[src/rtl/network_perf_pkg.sv]
// Shared definitions for the network performance monitor: event index map,
// arm trigger event and the default last-only mask.
package network_perf_pkg;

    typedef enum logic [2:0] {
        EV_WR_CMD  = 3'd0,
        EV_WR_STS  = 3'd1,
        EV_WR_DATA = 3'd2,
        EV_RD_CMD  = 3'd3,
        EV_RD_STS  = 3'd4,
        EV_RD_DATA = 3'd5
    } perf_ev_e;

    localparam perf_ev_e ARM_EV = EV_WR_CMD;

    // Data streams count packets (last beats), everything else counts every beat.
    localparam logic [5:0] LAST_ONLY_DEFAULT = 6'b100100;

endpackage

[src/rtl/network_perf_monitor_counter.sv]
// Saturating event counter with sticky saturation flag and a snapshot register
// that captures count+inc and restarts the count in the same cycle.
module perf_sat_counter #(
    parameter int unsigned CNT_WIDTH = 32
) (
    input  logic                 aclk,
    input  logic                 sys_reset,
    input  logic                 inc,
    input  logic                 clr,
    input  logic                 snap,
    output logic [CNT_WIDTH-1:0] snap_cnt,
    output logic                 snap_sat
);

    logic [CNT_WIDTH-1:0] cnt_q, cnt_d;
    logic                 sat_q, sat_d;
    logic                 at_max;

    always_comb begin
        at_max = &cnt_q;
        cnt_d  = (inc && !at_max) ? cnt_q + CNT_WIDTH'(1) : cnt_q;
        // Sticky flag marks that at least one event was lost to saturation.
        sat_d  = sat_q | (inc & at_max);
    end

    always_ff @(posedge aclk or posedge sys_reset) begin
        if (sys_reset) begin
            cnt_q    <= '0;
            sat_q    <= 1'b0;
            snap_cnt <= '0;
            snap_sat <= 1'b0;
        end else if (clr) begin
            cnt_q    <= '0;
            sat_q    <= 1'b0;
            snap_cnt <= '0;
            snap_sat <= 1'b0;
        end else if (snap) begin
            cnt_q    <= '0;
            sat_q    <= 1'b0;
            snap_cnt <= cnt_d;
            snap_sat <= sat_d;
        end else begin
            cnt_q    <= cnt_d;
            sat_q    <= sat_d;
        end
    end

endmodule

[src/rtl/network_perf_monitor.sv]
// Windowed handshake-statistics monitor: counts completed transfers per channel
// and event over a programmable cycle window and publishes an atomic snapshot.
module network_perf_monitor
    import network_perf_pkg::*;
#(
    parameter int unsigned        NUM_CH      = 2,
    parameter int unsigned        NUM_EV      = 6,
    parameter int unsigned        CNT_WIDTH   = 32,
    parameter int unsigned        WIN_WIDTH   = 32,
    parameter int unsigned        WIN_DEFAULT = 750000000,
    parameter logic [NUM_EV-1:0]  LAST_ONLY   = LAST_ONLY_DEFAULT
) (
    input  logic                                aclk,
    input  logic                                sys_reset,
    input  logic [NUM_CH*NUM_EV-1:0]            ev_valid,
    input  logic [NUM_CH*NUM_EV-1:0]            ev_ready,
    input  logic [NUM_CH*NUM_EV-1:0]            ev_last,
    input  logic [WIN_WIDTH-1:0]                win_len,
    input  logic                                continuous,
    input  logic                                arm_on_event,
    input  logic                                sw_start,
    input  logic                                sw_stop,
    input  logic                                clear,
    output logic                                running,
    output logic                                snap_valid,
    output logic                                snap_partial,
    output logic [WIN_WIDTH-1:0]                snap_cycles,
    output logic [NUM_CH*NUM_EV*CNT_WIDTH-1:0]  snap_cnt,
    output logic [NUM_CH*NUM_EV-1:0]            snap_sat
);

    localparam int unsigned NUM_TAP = NUM_CH * NUM_EV;
    localparam int unsigned ARM_IDX = 32'(ARM_EV);

    localparam logic [0:0] ST_IDLE = 1'b0;
    localparam logic [0:0] ST_RUN  = 1'b1;

    logic [0:0]           state_q, state_d;
    logic [WIN_WIDTH-1:0] win_cnt_q, win_cnt_d;
    logic [WIN_WIDTH-1:0] len_q, len_d;
    logic [WIN_WIDTH-1:0] cycles_q, cycles_d;
    logic                 valid_q, valid_d;
    logic                 partial_q, partial_d;

    logic [NUM_TAP-1:0]   hs;
    logic                 arm_hit, trigger, stop_evt, end_evt, count_en, snap_take;
    logic [WIN_WIDTH-1:0] eff_len, cur_cnt;

    for (genvar i = 0; i < NUM_TAP; i++) begin : g_hs
        assign hs[i] = ev_valid[i] & ev_ready[i] & (ev_last[i] | ~LAST_ONLY[i % NUM_EV]);
    end

    always_comb begin
        arm_hit = 1'b0;
        for (int ch = 0; ch < NUM_CH; ch++) begin
            arm_hit = arm_hit | hs[ch*NUM_EV + ARM_IDX];
        end
        eff_len  = (win_len == '0) ? WIN_WIDTH'(1) : win_len;
        // win_cnt_q holds completed window cycles, so cur_cnt is this cycle's index.
        cur_cnt  = win_cnt_q + WIN_WIDTH'(1);
        trigger  = (state_q == ST_IDLE) && (sw_start || (arm_on_event && arm_hit));
        stop_evt = !clear && (state_q == ST_RUN) && sw_stop;
        // A one-cycle window closes in its own arm cycle.
        end_evt  = !clear && !stop_evt &&
                   (((state_q == ST_RUN) && (cur_cnt == len_q)) ||
                    (trigger && (eff_len == WIN_WIDTH'(1))));
        count_en  = (state_q == ST_RUN) || trigger;
        snap_take = stop_evt || end_evt;
    end

    always_comb begin
        state_d   = state_q;
        win_cnt_d = win_cnt_q;
        len_d     = len_q;
        cycles_d  = cycles_q;
        valid_d   = 1'b0;
        partial_d = partial_q;
        if (clear) begin
            state_d   = ST_IDLE;
            win_cnt_d = '0;
            cycles_d  = '0;
            partial_d = 1'b0;
        end else if (stop_evt) begin
            state_d   = ST_IDLE;
            win_cnt_d = '0;
            cycles_d  = cur_cnt;
            valid_d   = 1'b1;
            partial_d = 1'b1;
        end else if (end_evt) begin
            win_cnt_d = '0;
            cycles_d  = trigger ? eff_len : len_q;
            valid_d   = 1'b1;
            partial_d = 1'b0;
            if (continuous) begin
                state_d = ST_RUN;
                len_d   = eff_len;
            end else begin
                state_d = ST_IDLE;
                if (trigger) len_d = eff_len;
            end
        end else if (trigger) begin
            state_d   = ST_RUN;
            win_cnt_d = WIN_WIDTH'(1);
            len_d     = eff_len;
        end else if (state_q == ST_RUN) begin
            win_cnt_d = cur_cnt;
        end
    end

    always_ff @(posedge aclk or posedge sys_reset) begin
        if (sys_reset) begin
            state_q   <= ST_IDLE;
            win_cnt_q <= '0;
            len_q     <= WIN_WIDTH'(WIN_DEFAULT);
            cycles_q  <= '0;
            valid_q   <= 1'b0;
            partial_q <= 1'b0;
        end else begin
            state_q   <= state_d;
            win_cnt_q <= win_cnt_d;
            len_q     <= len_d;
            cycles_q  <= cycles_d;
            valid_q   <= valid_d;
            partial_q <= partial_d;
        end
    end

    for (genvar i = 0; i < NUM_TAP; i++) begin : g_cnt
        perf_sat_counter #(
            .CNT_WIDTH (CNT_WIDTH)
        ) u_cnt (
            .aclk      (aclk),
            .sys_reset (sys_reset),
            .inc       (hs[i] & count_en),
            .clr       (clear),
            .snap      (snap_take),
            .snap_cnt  (snap_cnt[i*CNT_WIDTH +: CNT_WIDTH]),
            .snap_sat  (snap_sat[i])
        );
    end

    assign running      = (state_q == ST_RUN);
    assign snap_valid   = valid_q;
    assign snap_partial = partial_q;
    assign snap_cycles  = cycles_q;

endmodule
[config.mk]
export PLATFORM = sky130hd
export DESIGN_NAME = network_perf_monitor
export DESIGN_NICKNAME = d
export VERILOG_FILES = /design/src/rtl/network_perf_pkg.sv /design/src/rtl/network_perf_monitor_counter.sv /design/src/rtl/network_perf_monitor.sv
export SDC_FILE = /design/constraint.sdc
export NUM_CORES = 2
export LEC_CHECK = 0
export ABC_AREA = 1
export CAP_MARGIN = 40
export CORE_AREA = 2 2 348 350
export DETAILED_ROUTE_END_ITERATION = 8
export DIE_AREA = 0 0 350 352
export GPL_TIMING_DRIVEN = 0
export PLACE_DENSITY = 0.61
export SKIP_LAST_GASP = 1
export SLEW_MARGIN = 30
export SYNTH_ARGS = -nofsm -noshare
export SYNTH_HDL_FRONTEND = slang
export SYNTH_SLANG_ARGS = --single-unit
export TNS_END_PERCENT = 10
[constraint.sdc]
create_clock -name aclk -period 32.3 [get_ports aclk]
set_input_delay 8.075 -clock aclk [delete_from_list [all_inputs] [get_ports aclk]]
set_output_delay 8.075 -clock aclk [all_outputs]
set_load 0.03 [all_outputs]
==> flow_summary_export.csv <==
group,metric,value,unit
run_status,status,"completed",
logic_synthesis,synth_cell_type_count,43,
global_route,grt_pass1_vias,44000,
clock_network,clk_latency,0.69,ns
logic_synthesis,ys_top_cells_by_count,"nand2_1, nor2_1, dfrtp_1",
logic_synthesis,synth-xor-area-share,0.0673,
route,ant_nets,0,
timing,finalMaxSlewViolations,0,
logic_synthesis,yosysMostFrequentCell,"nand2_1",
critical_path,required,32.90,ns
placement,gp_congestion,0.984,
die,core-area,119000,sq um
global_route,antenna_found_initial,2,
route,drt_iter0_drc,3743,
cells_and_area,finalCoreUtilization,0.492,
critical_path,max_stage_delay,0.75,ns
flow_run,max_cap_violations,0,
logic_synthesis,ys.warnings.count,0,
logic_synthesis,synth_nets,6490,
logic_synthesis,syn_area_per_cell,7.43,sq um
global_route,grt_first_pass_wirelength,270000,microns
placement,io_buffers,497,
cells_and_area,layout-drive-gt1-share,0.0519,
die,rows,127,
clock_network,cts_buffer_depth,3,
logic_synthesis,synth_top_family_by_area,"simple AND/OR/NAND/NOR gates",
logic_synthesis,synth_edf_count,0,
global_route,grt_use_total,0.288,
logic_synthesis,synth_fa_ha_area_frac,0.00342,
power_and_ir_drop,leakagePower,24.6,nW
timing,holdWs,0.496,ns
clock_network,clock-root-buffer,"clkbuf_16",
logic_synthesis,syn_area,47600,sq um
critical_path,r2r_slack,27.94,ns
timing,final_hold_viol_count,0,
die,die_y,352,microns
critical_path,path_class,"input pin to flop",
timing,fin_crit_sh,0.380,
logic_synthesis,async_reset_ff_frac,1.00,
timing,finalSetupViolCount,0,
clock_network,clk_pin_slew_worst_paths,0.06,ns
placement,dp_hpwl,140000,microns
critical_path,path_common_cell,"nand2_1",
die,start_util,0.399,
logic_synthesis,synthFlopType,"dfrtp_1",
route,drt_first_pass_iters,6,
timing,tightest_slew,0.898,ns
clock_network,cts_tree,"done",
die,die_area,123000,sq um
cells_and_area,fin_area,58700,sq um
critical_path,critPathCaptureType,"flop",
clock_network,cts.repair.resized,0,
timing,finalSetupTns,0,ns
clock_network,cts_sinks,891,
power_and_ir_drop,power_density,46.4,nW/um^2
die,die_w,350,microns
route,drc,0,
timing,max_freq,81.4,MHz
timing,period_needed,12.29,ns
logic_synthesis,synth_area_leaders,"dfrtp_1, nand2_1, nor2_1, inv_1, o21ai_0",
logic_synthesis,syn-instance-count,6402,
clock_network,cts_buffers,102,
power_and_ir_drop,peakVddDrop,0.0352,mV
route,wire_per_inst,20.5,microns
critical_path,arrival,12.89,ns
logic_synthesis,yosysTopAreaCell,"dfrtp_1",
clock_network,cts_hold_buf,0,
critical_path,cp_slowest_cell,"buf_2",
timing,slew_headroom,0.401,
global_route,grt_max_degree,30,
critical_path,crit_path_max_fanout,10,
critical_path,path_cells,"clkdlybuf4s50_1 > nand2_1 > nand2_1 > a21oi_1 > nand2_1 > buf_2 > nand4_1 > a21oi_1 > clkbuf_1 > o21ai_0 > nor2_1 > nand2_1 > o21ai_0",
route,wirelength,179000,microns
cells_and_area,synthToLayoutAreaGrowth,23.4,%
timing,fin_skew,0.0315,ns
logic_synthesis,synth_top_cell_area_share,0.462,
route,vias,44600,
placement,place_area,55400,sq um
clock_network,htree_levels,3,
global_route,gr-total-overflow,0,
timing,rsz0062_at_grt,"false",
logic_synthesis,synthMuxAreaShare,0.000210,
route,via_per_inst,5.11,
cells_and_area,final_nets,7132,
logic_synthesis,synthSimpleGateAreaFrac,0.314,
cells_and_area,n_fill_cell,12000,
critical_path,setup.worst_path.start_class,"input pin",
clock_network,post_cts.repair.setup_buffers,0,
logic_synthesis,ys_ff_latch,891,
logic_synthesis,synth-seq-area-share,0.469,
logic_synthesis,synth_compound_area_frac,0.0614,
min_path,holdCritPathClass,"flop to flop",
die,pin_count,506,
per-stage QoR:
stage / setup slack (ns) / instances / power [mW]
2_1_floorplan: 11.98 / 6402 / 1.40
3_3_place_gp: 5.90 / 8511 / 1.55
3_5_place_dp: 19.28 / 8549 / 1.56
4_1_cts: 20.01 / 8722 / 2.74
5_1_grt: 19.79 / 8725 / 2.83
6_report: 20.01 / 8726 / 2.72
where the power goes:
| group | leakage [nW] | internal, mW | switching [mW] |
|---|---|---|---|
| Clock | 1.64 | 0.698 | 0.484 |
| Sequential | 12.2 | 1.16 | 0.0389 |
| Combinational | 10.8 | 0.111 | 0.235 |
| Total | 24.6 | 1.97 | 0.758 |
cells by family after synthesis:
| logic type | after synthesis |
|---|---|
| DFF | 891 |
| buffers and inverters | 965 |
| xor gates and xnor gates | 364 |
| and+or+nand+nor | 3609 |
| adders and majority gates | 13 |
| AOI/OAI and AO/OA | 559 |
| muxes | 1 |
state kept, by name (all words and copies together), names as in the netlist:
name and cells:
len_q 32, g_cnt.u_cnt.snap_sat 12, snap_valid 1, running 1, g_cnt.u_cnt.cnt_q 384, g_cnt.u_cnt.sat_q 12, snap_cycles 32, snap_partial 1
win_cnt_q 32, g_cnt.u_cnt.snap_cnt 384
cells in the final DEF (no fill, tap or decap), types with 16 or more instances in the layout:
cell,instances
clkbuf_1,154
dfrtp_1,879
buf_12,30
xor2_1,225
o21ai_0,461
nand2_1,1524
clkbuf_16,105
nand4_1,106
a211oi_1,19
buf_2,70
nor2_1,1216
buf_4,54
o22ai_1,21
buf_6,16
inv_1,672
nor3_1,200
a21oi_1,28
clkbuf_8,16
xnor2_1,138
clkdlybuf4s50_1,497
nand3_1,451
nor4_1,74
layer usage:
metal	vias up	wire (microns)	global-route usage
li1	21500	-	-
met1	21300	79200	0.399
met2	1507	80000	0.449
met3	271	13100	0.0566
met4	2	6400	0.100
met5	-	13	0
worst max-delay path, delay by kind of cell:
kind / cells / cell delay [ns]
and+or+nand+nor: 6 / 1.80
buffers and inverters: 3 / 1.72
AOI/OAI and AO/OA: 4 / 1.26
worst paths after layout:
kind / to / cells past startpoint / startpoint
setup / recovery: g_cnt[2].u_cnt.snap_cnt[31]$_DFFE_PP0P_ / 13 / ev_ready[6]
hold / removal: len_q[18]$_DFFE_PP1P_ / 2 / len_q[18]$_DFFE_PP1P_
setup reg to reg: g_cnt[2].u_cnt.snap_cnt[31]$_DFFE_PP0P_ / 10 / running$_DFFE_PP0P_
hold reg to reg: len_q[18]$_DFFE_PP1P_ / 2 / len_q[18]$_DFFE_PP1P_
max in group asynchronous: len_q[26]$_DFFE_PP1P_ / 9 / sys_reset
min in group asynchronous: g_cnt[4].u_cnt.snap_cnt[16]$_DFFE_PP0P_ / 2 / sys_reset
layout make-up:
type,instances,area [sq um],share of cell area
Inverter,680,2560,0.0435
Clock buffer,141,2920,0.0498
Tap cell,1612,2020,0.0343
Buffer,285,1460,0.0249
Antenna cell,1,2.50,0.0000426
Clock inverter,32,410,0.00699
Sequential cell,891,22300,0.380
Timing Repair Buffer,538,5790,0.0985
Multi-Input combinational cell,4546,21300,0.362
No activity file was read; power rests on OpenSTA's default activity.
